## config.mk

```make
export PLATFORM = sky130hd
export DESIGN_NAME = alu_sequencer
export DESIGN_NICKNAME = d
export VERILOG_FILES = /design/src/rtl/alu_sequencer.sv
export SDC_FILE = /design/constraint.sdc
export NUM_CORES = 1
export LEC_CHECK = 0
export ABC_CLOCK_PERIOD_IN_PS = 4400
export BUFFER_PORTS_ARGS = -buffer_cell sky130_fd_sc_hd__buf_2
export CAP_MARGIN = 5
export CORE_ASPECT_RATIO = 2
export CORE_MARGIN = 1.5
export CORE_UTILIZATION = 60
export CTS_BUF_LIST = sky130_fd_sc_hd__clkbuf_4 sky130_fd_sc_hd__clkbuf_8
export CTS_CLUSTER_DIAMETER = 150
export DETAILED_ROUTE_END_ITERATION = 8
export PLACE_DENSITY = 0.87
export SETUP_SLACK_MARGIN = 0.05
export SLEW_MARGIN = 15
export SYNTH_ARGS = -nofsm -noshare
export SYNTH_HDL_FRONTEND = slang
export SYNTH_SLANG_ARGS = --single-unit
```

## constraint.sdc

```tcl
create_clock -name clk -period 4.4 [get_ports clk]
set_input_delay 0.66 -clock clk [delete_from_list [all_inputs] [get_ports clk]]
set_output_delay 0.66 -clock clk [all_outputs]
set_load 0.1 [all_outputs]
```

## src/rtl/alu_sequencer.sv

```systemverilog
// alu_sequencer: instruction sequencer in front of a combinational ALU.
// Takes one instruction per handshake, reads a small register file, drives
// registered ALU operands/select, captures the result and writes it back.
// Optional build macro: ALU_SEQ_FLAGS_EN (registered zero/negative flags).
module alu_sequencer #(
    parameter int DATA_W = 8,
    parameter int REG_AW = 2
) (
    input  logic              clk,
    input  logic              rst,
    input  logic              instr_valid,
    output logic              instr_ready,
    input  logic [15:0]       instr,
    output logic [DATA_W-1:0] alu_a,
    output logic [DATA_W-1:0] alu_b,
    output logic [2:0]        alu_sel,
    input  logic [DATA_W-1:0] alu_result,
    output logic              done,
    output logic [REG_AW-1:0] done_rd,
    output logic [DATA_W-1:0] done_data,
    output logic              halted,
    input  logic [REG_AW-1:0] dbg_addr,
    output logic [DATA_W-1:0] dbg_data,
    output logic              zero_flag,
    output logic              neg_flag
);

    localparam int NREGS = 1 << REG_AW;

    localparam logic [2:0] OP_ADD = 3'b000;
    localparam logic [2:0] OP_MOV = 3'b100;
    localparam logic [2:0] OP_LDI = 3'b101;
    localparam logic [2:0] OP_NOP = 3'b110;
    localparam logic [2:0] OP_HLT = 3'b111;

    typedef enum logic [2:0] {
        S_IDLE,
        S_DECODE,
        S_EXEC,
        S_WB,
        S_HALTED
    } state_t;

    state_t state, state_nx;

    // Latched instruction fields (bit 8 of instr carries nothing)
    logic [2:0]        op;
    logic [REG_AW-1:0] rd, rs;
    logic [DATA_W-1:0] imm;

    logic [NREGS-1:0][DATA_W-1:0] rf;
    logic [DATA_W-1:0] result;
    logic [2:0]        sel_nx;
    logic              accept;
    logic              unused_bits;

    assign unused_bits = instr[8];
    assign accept      = instr_valid && instr_ready;
    assign instr_ready = (state == S_IDLE);
    assign halted      = (state == S_HALTED);
    assign dbg_data    = rf[dbg_addr];

    // Next-state logic and ALU select mapping (LDI reuses MOV, NOP reuses ADD)
    always_comb begin
        state_nx = state;
        sel_nx   = OP_ADD;
        if (op <= OP_MOV) sel_nx = op;
        else if (op == OP_LDI) sel_nx = OP_MOV;
        case (state)
            S_IDLE:   if (accept) state_nx = S_DECODE;
            S_DECODE: state_nx = (op == OP_HLT) ? S_HALTED : S_EXEC;
            S_EXEC:   state_nx = S_WB;
            S_WB:     state_nx = S_IDLE;
            S_HALTED: state_nx = S_HALTED;
            default:  state_nx = S_IDLE;
        endcase
    end

    // State register
    always_ff @(posedge clk or posedge rst) begin
        if (rst) state <= S_IDLE;
        else     state <= state_nx;
    end

    // Instruction latch at handshake; source may change instr afterwards
    always_ff @(posedge clk or posedge rst) begin
        if (rst) begin
            op  <= '0;
            rd  <= '0;
            rs  <= '0;
            imm <= '0;
        end else if (accept) begin
            op  <= instr[15:13];
            rd  <= REG_AW'(instr[12:11]);
            rs  <= REG_AW'(instr[10:9]);
            imm <= DATA_W'(instr[7:0]);
        end
    end

    // Operand/select registers loaded in DECODE, before any write-back of rd
    always_ff @(posedge clk or posedge rst) begin
        if (rst) begin
            alu_a   <= '0;
            alu_b   <= '0;
            alu_sel <= '0;
        end else if (state == S_DECODE) begin
            alu_a   <= rf[rd];
            alu_b   <= (op == OP_LDI) ? imm : rf[rs];
            alu_sel <= sel_nx;
        end
    end

    // Capture the ALU output one cycle after operands settle
    always_ff @(posedge clk or posedge rst) begin
        if (rst)                 result <= '0;
        else if (state == S_EXEC) result <= alu_result;
    end

    // Write-back and completion pulse; NOP reports but does not write
    always_ff @(posedge clk or posedge rst) begin
        if (rst) begin
            rf        <= '0;
            done      <= 1'b0;
            done_rd   <= '0;
            done_data <= '0;
        end else begin
            done <= (state == S_WB);
            if (state == S_WB) begin
                done_rd   <= rd;
                done_data <= result;
                if (op != OP_NOP) rf[rd] <= result;
            end
        end
    end

`ifdef ALU_SEQ_FLAGS_EN
    // Status flags follow every written result
    always_ff @(posedge clk or posedge rst) begin
        if (rst) begin
            zero_flag <= 1'b0;
            neg_flag  <= 1'b0;
        end else if (state == S_WB && op != OP_NOP) begin
            zero_flag <= (result == '0);
            neg_flag  <= result[DATA_W-1];
        end
    end
`else
    assign zero_flag = 1'b0;
    assign neg_flag  = 1'b0;
`endif

endmodule

```

==> flow_metrics.tcl, run 1 <==
set metrics [dict create \
    clkTransAtPathRegs_ns 0.08 \
    synth_commonest_cells "88 x dfrtp_1, 61 x mux2_2, 33 x nand2_1" \
    setup_tns_ns 0 \
    clock-sinks 88 \
    rows 42 \
    grt_use_total_pct 24.9 \
    synth.avg_cell_area_um2 14.7 \
    routedWlPerCell_um 18.3 \
    drc 0 \
    drt-initial-drc-count 147 \
    die_y_um 119 \
    ios 71 \
    gp_congestion 0.753 \
    use_met2_pct 40.7 \
    grt_pass1_vias 2641 \
    grt_first_pass_wirelength_um 13000 \
    num_vias 2518 \
    yosysWarningCount 0 \
    hold_viol 0 \
    final.fill_count 517 \
    cp.required_ns 3.74 \
    status "finished, final reports clean" \
    gr-usage-met1_pct 31.1 \
    path_class "primary input to output port" \
    maxCapViolCount 0 \
    cts_htree_levels 3 \
    busiest_layer "met2" \
    grt_start_max_net_pins 64 \
    hold_path.class "primary input to asynchronous set/reset pin" \
    cts_tree "built" \
    gr-total-overflow 0 \
    clk_path_buf_depth 2 \
    syn_inst 272 \
    finalSetupViolations 0 \
    diodes 0 \
    period_share_pct 56.4 \
    fin_nets 364 \
    reg2regPathDepth 4 \
    rsz0062_at_grt "no" \
    synth_top_cell_by_area "dfrtp_1" \
    max_slew_margin_pct 33.5 \
    postCtsResizedCells 0 \
    synth.most_common_cell "dfrtp_1" \
    synth_edf_count 0 \
    synthTopCellsByArea "dfrtp_1 55%, mux2_2 17%, mux4_2 13%, nand2_1 3.1%, a221o_1 2.0%" \
    synth_cell_types 33 \
    clock.fmax_ghz 0.403 \
    drv_slew 0 \
    r2r-end "rf[16]$_DFFE_PP0P_" \
    synth_area_mm2 0.00401 \
    dpl.hpwl_um 5720 \
    cts_made_buffers 9 \
    worst_pin_slew_ns 0.997 \
    final_layout_size_suffix_gt1_share_pct 51.3 \
    postCtsHoldBufs 0 \
    clk-insertion-delay-late_ns 0.35 \
    regArea_mm2 0.00220 \
    ys_seq_elements 88 \
    clockRootBuffer "clkbuf_8" \
    ant_nets 0 \
    fin_worst_skew_ns 0.00593 \
    wl_um 7810 \
    ys_seq_area_share_pct 54.9 \
    synth_top_area_share_pct 54.9 \
    start_util_pct 61.6 \
    path_max_fanout 8 \
    port_buffers 67 \
    min_period_ns 2.48 \
    dr.pass1.iters 4 \
    die_w_um 60.8 \
    arrival_ns 1.82 \
    async_flop_share_pct 100 \
    synth-main-ff-cell "dfrtp_1" \
    r2r_slack_ns 1.96 \
    fp.dieArea_mm2 0.00721 \
    cp-end-kind "output port" \
    post_cts_buffers 0 \
    reg2reg_from "state[2]$_DFFE_PP0P_" \
    grt_use_met3_pct 6.46 \
    startpoint_type "primary input" \
    antenna_found_initial 0 \
    core_area_mm2 0.00652 \
    area_growth_pct 13.4 \
    multi_input_area_mm2 0.00169 \
    vias_per_cell 5.90 \
]
final cells by class:
class / count / share of cell area [%]
repair buffers: 68 / 7.53
clock buffers: 11 / 3.19
inverters: 4 / 0.385
well taps: 88 / 2.42
clock inverters: 4 / 0.990
multi-input cells: 164 / 37.1
flip-flops and latches: 88 / 48.4
logic make-up after synthesis:
kind of cell           after synthesis  synth area share [%]
flip-flops                          88                  54.9
multiplexers                        85                  30.6
AND/OR/NAND/NOR                     62                  8.05
buffers and inverters               21                  3.12
AO/OA/AOI/OAI                       15                  3.24
other                                1                0.0935
critical path: stages:
cell and delay, ns:
buf_2 0.28, mux4_2 0.57, buf_2 0.31
sequential cells by signal, indices dropped and copies added, names as in the netlist:
name / cells
rf: 32
alu_a: 8
alu_b: 8
done_data: 8
imm: 8
result: 8
alu_sel: 3
op: 3
state: 3
done_rd: 2
rd: 2
rs: 2
done: 1
metrics by stage:
stage	hold slack [ns]	area, um2	utilization, %	instances	setup slack (ns)
after floorplan	0.475	4020	-	273	0.742
after global placement	0.454	4360	66.9	412	1.91
after detailed placement	0.457	4360	66.9	412	1.91
after CTS	0.484	4550	69.8	427	1.89
after global routing	0.497	4550	69.8	427	1.75
final	0.431	4550	69.8	427	1.92
cells in the final DEF (no fill, tap or decap), drive strengths merged:
cell,count
o21bai,1
nand2b,1
mux4,24
clkinv,3
buf,68
inv,4
clkbuf,11
nor3,3
a221o,8
and4,1
conb,2
nor3b,2
a31oi,1
and2,9
nor2b,1
nand3,4
or3b,1
nand3b,2
nor2,2
o31ai,2
nand4b,2
mux2,61
bufinv,1
or2,1
dfrtp,88
o21ai,3
nand2,33
layer usage:
metal  up-vias  part of all wire, %
li1       1123                    -
met1      1305                   39
met2        79                   54
met3        11                  5.4
met4         0                  1.7
met5         -                    0
worst max-delay path by stage:
stage	cells past startpoint	slack, ns	from	to
floorplan	5	0.74	state[0]$_DFFE_PP0P_	imm[0]$_DFFE_PP0P_
global placement	3	1.91	dbg_addr[0]	dbg_data[4]
detailed placement	3	1.91	dbg_addr[0]	dbg_data[4]
CTS	3	1.89	dbg_addr[0]	dbg_data[4]
global route	4	1.75	state[2]$_DFFE_PP0P_	rf[16]$_DFFE_PP0P_
finish	3	1.92	dbg_addr[0]	dbg_data[4]
Power of run 1 is not shown: default switching activity piles up to over one toggle a cycle in this logic, so the estimate is an artifact.
==> run 2: changes to the inputs <==
--- a/config.mk
+++ b/config.mk
@@ -5,16 +5,16 @@
 export SDC_FILE = /design/constraint.sdc
 export NUM_CORES = 1
 export LEC_CHECK = 0
-export ABC_CLOCK_PERIOD_IN_PS = 4400
+export ABC_CLOCK_PERIOD_IN_PS = 2009
 export BUFFER_PORTS_ARGS = -buffer_cell sky130_fd_sc_hd__buf_2
 export CAP_MARGIN = 5
 export CORE_ASPECT_RATIO = 2
 export CORE_MARGIN = 1.5
-export CORE_UTILIZATION = 60
+export CORE_UTILIZATION = 52
 export CTS_BUF_LIST = sky130_fd_sc_hd__clkbuf_4 sky130_fd_sc_hd__clkbuf_8
 export CTS_CLUSTER_DIAMETER = 150
 export DETAILED_ROUTE_END_ITERATION = 8
-export PLACE_DENSITY = 0.87
+export PLACE_DENSITY = 0.8
 export SETUP_SLACK_MARGIN = 0.05
 export SLEW_MARGIN = 15
 export SYNTH_ARGS = -nofsm -noshare
==> constraint.sdc (replaced) <==
create_clock -name clk -period 2.01 [get_ports clk]
set_input_delay 0.3015 -clock clk [delete_from_list [all_inputs] [get_ports clk]]
set_output_delay 0.3015 -clock clk [all_outputs]
set_load 0.1 [all_outputs]
==> run 2 against run 1 <==
Final area increased by 4.8%. Critical path depth unchanged. Global-route usage decreased by 2.5 points. Sequential share of layout area decreased by 2.2 points. Worst setup slack got worse by 1.8 ns. Critical path type is now flip-flop to output port. Highest routed layer unchanged.
==> flow_metrics.tcl, run 2 (synthesized netlist as in run 1, its figures left out) <==
set metrics [dict create \
    vias_per_cell 5.70 \
    path_class "flip-flop to output port" \
    final_area_mm2 0.00477 \
    cts_made_buffers 9 \
    startpoint_type "flip-flop" \
    fin_worst_skew_ns 0.00776 \
    cp-end-kind "output port" \
    wl_met1_um 3140 \
    die_y_um 127 \
    clkTransAtPathRegs_ns 0.08 \
    cp.required_ns 1.71 \
    status "finished, final reports clean" \
    max_stage_delay_ns 0.47 \
    dr.pass1.iters 4 \
    final_common_cell "dfrtp_1" \
    die_w_um 65.1 \
    port_buffers 67 \
    period_share_pct 94.9 \
    grt_first_pass_wirelength_um 13800 \
    regMostFlops "rf" \
    dpl.hpwl_um 6190 \
    clockRootBuffer "clkbuf_8" \
    hold_viol 0 \
    crit_chain "buf_4, nor3_4, buf_2" \
    min_period_ns 1.91 \
    cts_htree_levels 3 \
    fin_nets 382 \
    start_util_pct 53.2 \
    gp_congestion 0.799 \
    drv_slew 0 \
    path_max_fanout 4 \
    crit_buf_inv 2 \
    worst_pin_slew_ns 0.573 \
    arrival_ns 1.61 \
    drc 0 \
    finalSetupViolations 0 \
    max_slew_margin_pct 61.8 \
    top_layer "met4" \
    cts_tree "built" \
    diodes 0 \
    hold_path.class "primary input to flip-flop" \
    wl_met2_um 4720 \
    clk_path_buf_depth 2 \
    largest_reg_flops 32 \
    final_layout_size_suffix_gt1_share_pct 54.2 \
    rsz0062_at_grt "no" \
    fp.dieArea_mm2 0.00828 \
    placed_area_mm2 0.00455 \
    dr_wl_met3_um 326 \
    gr-total-overflow 0 \
    num_vias 2578 \
    grt_use_total_pct 22.4 \
    ant_nets 0 \
    routedWlPerCell_um 18.5 \
    clk-insertion-delay-late_ns 0.35 \
    grt_start_max_net_pins 52 \
    maxCapViolCount 0 \
    post_cts_buffers 0 \
    mostFrequentLayoutCells "88 x dfrtp_1, 67 x buf_2, 61 x mux2_2" \
    area_growth_pct 18.8 \
    rows 45 \
    wl_um 8350 \
    regArea_mm2 0.00220 \
    multi_input_area_mm2 0.00170 \
    clock.fmax_ghz 0.524 \
    grt_pass1_vias 2694 \
    drt-initial-drc-count 159 \
    ios 71 \
    clock-sinks 88 \
    cpMaxStageDelayCell "buf_2" \
    core_area_mm2 0.00754 \
    cp_top_family "buffers and inverters" \
    final.fill_count 607 \
    antenna_found_initial 0 \
]
==> run 2: path summary, 6_finish.rpt <==
check	from	to	slack, ns	cells after the start
setup / recovery	state[2]$_DFFE_PP0P_	instr_ready	0.10	3
max in group asynchronous	rst	op[0]$_DFFE_PP0P_	0.88	4
min in group asynchronous	rst	alu_a[5]$_DFFE_PP0N_	0.52	3
hold reg to reg	alu_sel[0]$_DFFE_PP0N_	alu_sel[0]$_DFFE_PP0N_	0.48	2
setup reg to reg	rs[0]$_DFFE_PP0P_	alu_b[7]$_DFFE_PP0N_	0.24	2
hold / removal	instr[12]	rd[1]$_DFFE_PP0P_	0.17	2
==> run 2: metrics by stage <==
stage	setup TNS, ns	worst slack (ns)	std cells	hold slack (ns)	util [%]
CTS	0	0.0760	452	0.159	63.2
global route	0	0.0519	452	0.163	63.2
detailed placement	0	0.212	435	0.357	60.3
global placement	0	0.215	435	0.347	60.3
finish	0	0.102	452	0.172	63.2
floorplan	-2.19	-0.216	273	0.440	-
==> run 2: worst reg2reg max path: stages (launching register included) <==
cell	delay (ns)
dfrtp_1	0.71
mux4_2	0.59
a221o_1	0.35
==> run 2: repair_timing <==
item,in CTS,in global routing
hold buffers,1,0
endpoints found under the hold margin,19,0
gates resized for setup,0,0
==> run 2: final cells by class <==
| class | count | area share (%) |
|---|---|---|
| clock buffer | 13 | 3.49 |
| clock inverter | 3 | 0.840 |
| inverter | 4 | 0.394 |
| multi-input combinational | 164 | 35.7 |
| sequential | 88 | 46.2 |
| tap | 94 | 2.47 |
| timing repair buffer | 86 | 10.9 |
==> run 2: metal layers <==
metal / up-vias / global-route usage (%)
met5: - / 0
met4: 0 / 8.58
met3: 15 / 4.84
met2: 67 / 39.5
met1: 1336 / 26.2
li1: 1160 / -
Power of run 2 is left out for the same reason.
==> run 3: changes to the inputs <==
--- a/config.mk
+++ b/config.mk
@@ -5,17 +5,18 @@
 export SDC_FILE = /design/constraint.sdc
 export NUM_CORES = 1
 export LEC_CHECK = 0
+export ABC_AREA = 1
 export ABC_CLOCK_PERIOD_IN_PS = 2009
 export BUFFER_PORTS_ARGS = -buffer_cell sky130_fd_sc_hd__buf_2
 export CAP_MARGIN = 5
 export CORE_ASPECT_RATIO = 2
 export CORE_MARGIN = 1.5
-export CORE_UTILIZATION = 52
+export CORE_UTILIZATION = 53
 export CTS_BUF_LIST = sky130_fd_sc_hd__clkbuf_4 sky130_fd_sc_hd__clkbuf_8
 export CTS_CLUSTER_DIAMETER = 150
 export DETAILED_ROUTE_END_ITERATION = 8
-export PLACE_DENSITY = 0.8
-export SETUP_SLACK_MARGIN = 0.05
+export PLACE_DENSITY = 0.81
+export SETUP_SLACK_MARGIN = 0.4
 export SLEW_MARGIN = 15
 export SYNTH_ARGS = -nofsm -noshare
 export SYNTH_HDL_FRONTEND = slang
==> run 3 against run 2 <==
Final area increased by 20%. Via count is 66% higher. Hold slack got worse by 0.13 ns. Clock skew grew 0.0025 ns. Highest routed layer unchanged. Count of clock-buffer cells in the layout is 3 lower. Critical path depth increased by 1. Critical path type unchanged. Cell count increased by 68%. Die area rose by 7.4%.
==> flow_metrics.tcl, run 3 <==
set metrics [dict create \
    synth_edf_count 0 \
    cp.required_ns 1.71 \
    path_max_fanout 3 \
    final_layout_size_suffix_gt1_share_pct 31.0 \
    postCtsHoldBufs 0 \
    grt_start_max_net_pins 89 \
    synthTopCellsByArea "dfrtp_1 50%, nand2_1 21%, nand4_1 4.5%, nand3_1 4.3%, nor2_1 3.1%" \
    clock.fmax_ghz 0.623 \
    ys_seq_elements 88 \
    grt_pass1_vias 4059 \
    ys_seq_area_share_pct 50.0 \
    clockRootBuffer "clkbuf_8" \
    fin_worst_skew_ns 0.0102 \
    rsz0062_at_grt "yes" \
    period_share_pct 79.9 \
    cp_top_family "flip-flops" \
    final.fill_count 616 \
    dpl.hpwl_um 8160 \
    async_flop_share_pct 100 \
    startpoint_type "flip-flop" \
    finalSetupViolations 0 \
    diodes 0 \
    whs_ns 0.0448 \
    synth_commonest_cells "243 x nand2_1, 88 x dfrtp_1, 38 x nand3_1" \
    setup_tns_ns 0 \
    synth.avg_cell_area_um2 7.73 \
    reg2regPathDepth 7 \
    grt_use_total_pct 29.0 \
    crit_start "state[0]$_DFFE_PP0P_" \
    clk_path_buf_depth 2 \
    r2r-end "rf[29]$_DFFE_PP0P_" \
    antenna_found_initial 0 \
    synth_top_cell_by_area "dfrtp_1" \
    crit_chain "inv_2, nand2_4, nor2_4, buf_12" \
    crit_buf_inv 2 \
    clk-insertion-delay-late_ns 0.37 \
    synth_top_area_share_pct 50.0 \
    vias_per_cell 5.61 \
    grt_first_pass_wirelength_um 19500 \
    dr.pass1.iters 5 \
    ios 71 \
    regMostFlops "rf" \
    area_growth_pct 29.6 \
    ant_nets 0 \
    die_y_um 132 \
    clkTransAtPathRegs_ns 0.09 \
    min_period_ns 1.61 \
    num_vias 4272 \
    hold_viol 0 \
    arrival_ns 1.30 \
    path_class "flip-flop to output port" \
    clock-sinks 88 \
    port_buffers 67 \
    reg2reg_from "state[0]$_DFFE_PP0P_" \
    cts_tree "built" \
    hold_path.class "primary input to asynchronous set/reset pin" \
    drc 0 \
    yosysWarningCount 0 \
    drt-initial-drc-count 335 \
    r2r_slack_ns 0.52 \
    rows 46 \
    largest_reg_flops 32 \
    start_util_pct 55.0 \
    synth_cell_types 24 \
    gp_congestion 0.936 \
    gr-total-overflow 0 \
    synth-main-ff-cell "dfrtp_1" \
    finish.utilization_pct 71.3 \
    final_common_cell "nand2_1" \
    endpoint "instr_ready" \
    status "finished, final reports clean" \
    core_area_mm2 0.00800 \
    wl_um 12400 \
    syn_inst 569 \
    cp-end-kind "output port" \
    drv_slew 0 \
    mostFrequentLayoutCells "242 x nand2_1, 76 x dfrtp_1, 56 x buf_2" \
    cpMaxStageDelayCell "dfrtp_1" \
    fp.dieArea_mm2 0.00889 \
    routedWlPerCell_um 16.3 \
    synth.most_common_cell "nand2_1" \
    synth_area_mm2 0.00440 \
    crit_cells 4 \
    cts_made_buffers 9 \
    die_w_um 67.4 \
    maxCapViolCount 0 \
    fin_nets 689 \
    cts_htree_levels 3 \
    max_stage_delay_ns 0.42 \
]
==> run 3: layer usage <==
layer	routed length [um]	vias up	track usage, %
met5	0	-	0
met3	615	45	5.21
li1	-	2025	-
met2	6470	176	48.3
met1	4730	2026	33.7
met4	582	0	16.8
==> run 3: worst reg2reg max path: stages, from the launching register on <==
cell and delay [ns]:
dfrtp_1 0.40, inv_2 0.07, buf_4 0.14, nor3_4 0.20
buf_12 0.16, nand3_2 0.19, nand2_1 0.16, nand2_1 0.07
==> run 3: repair_timing <==
item | in CTS | in global routing
pin swaps | 1 | 3
buffers inserted | 7 | 23
endpoints found under the setup margin | 25 | 57
resized for setup | 42 | 32
==> run 3: worst min path at each step <==
| stage | from | slack, ns | cells after the start | to |
|---|---|---|---|---|
| finish | rst | 0.04 | 3 | op[2]$_DFFE_PP0P_ |
| global route | rst | 0.09 | 3 | alu_sel[2]$_DFFE_PP0N_ |
| CTS | rst | 0.06 | 3 | op[2]$_DFFE_PP0P_ |
| detailed placement | alu_b[6]$_DFFE_PP0N_ | 0.46 | 2 | alu_b[6]$_DFFE_PP0N_ |
| global placement | rst | 0.46 | 3 | alu_sel[2]$_DFFE_PP0N_ |
| floorplan | instr_valid | 0.43 | 2 | state[0]$_DFFE_PP0P_ |
==> run 3: cells by family after synthesis <==
| family | after synthesis | share of synthesized area, % |
|---|---|---|
| AOI/OAI and AO/OA | 60 | 8.02 |
| buffers and inverters | 61 | 7.05 |
| DFF | 88 | 50.0 |
| other | 1 | 0.0852 |
| and+or+nand+nor | 359 | 34.8 |
==> run 3: layout make-up <==
cell class              instances  area, um2  share of cell area (%)
inverters                      31        128                    2.24
multi-input cells             421       2140                    37.6
clock buffers                  10        131                    2.30
flip-flops and latches         88       2220                    38.9
clock inverters                 6        108                    1.89
well taps                      96        120                    2.11
repair buffers                109        853                    15.0
==> run 3: per-stage QoR <==
| stage | cells | setup slack, ns | cell area [um2] |
|---|---|---|---|
| after detailed placement | 715 | 0.313 | 5030 |
| after global placement | 715 | 0.336 | 5030 |
| after CTS | 738 | 0.379 | 5410 |
| final | 761 | 0.404 | 5700 |
| after floorplan | 570 | 0.319 | 4540 |
| after global routing | 761 | 0.370 | 5700 |
Power of run 3 is left out for the same reason.
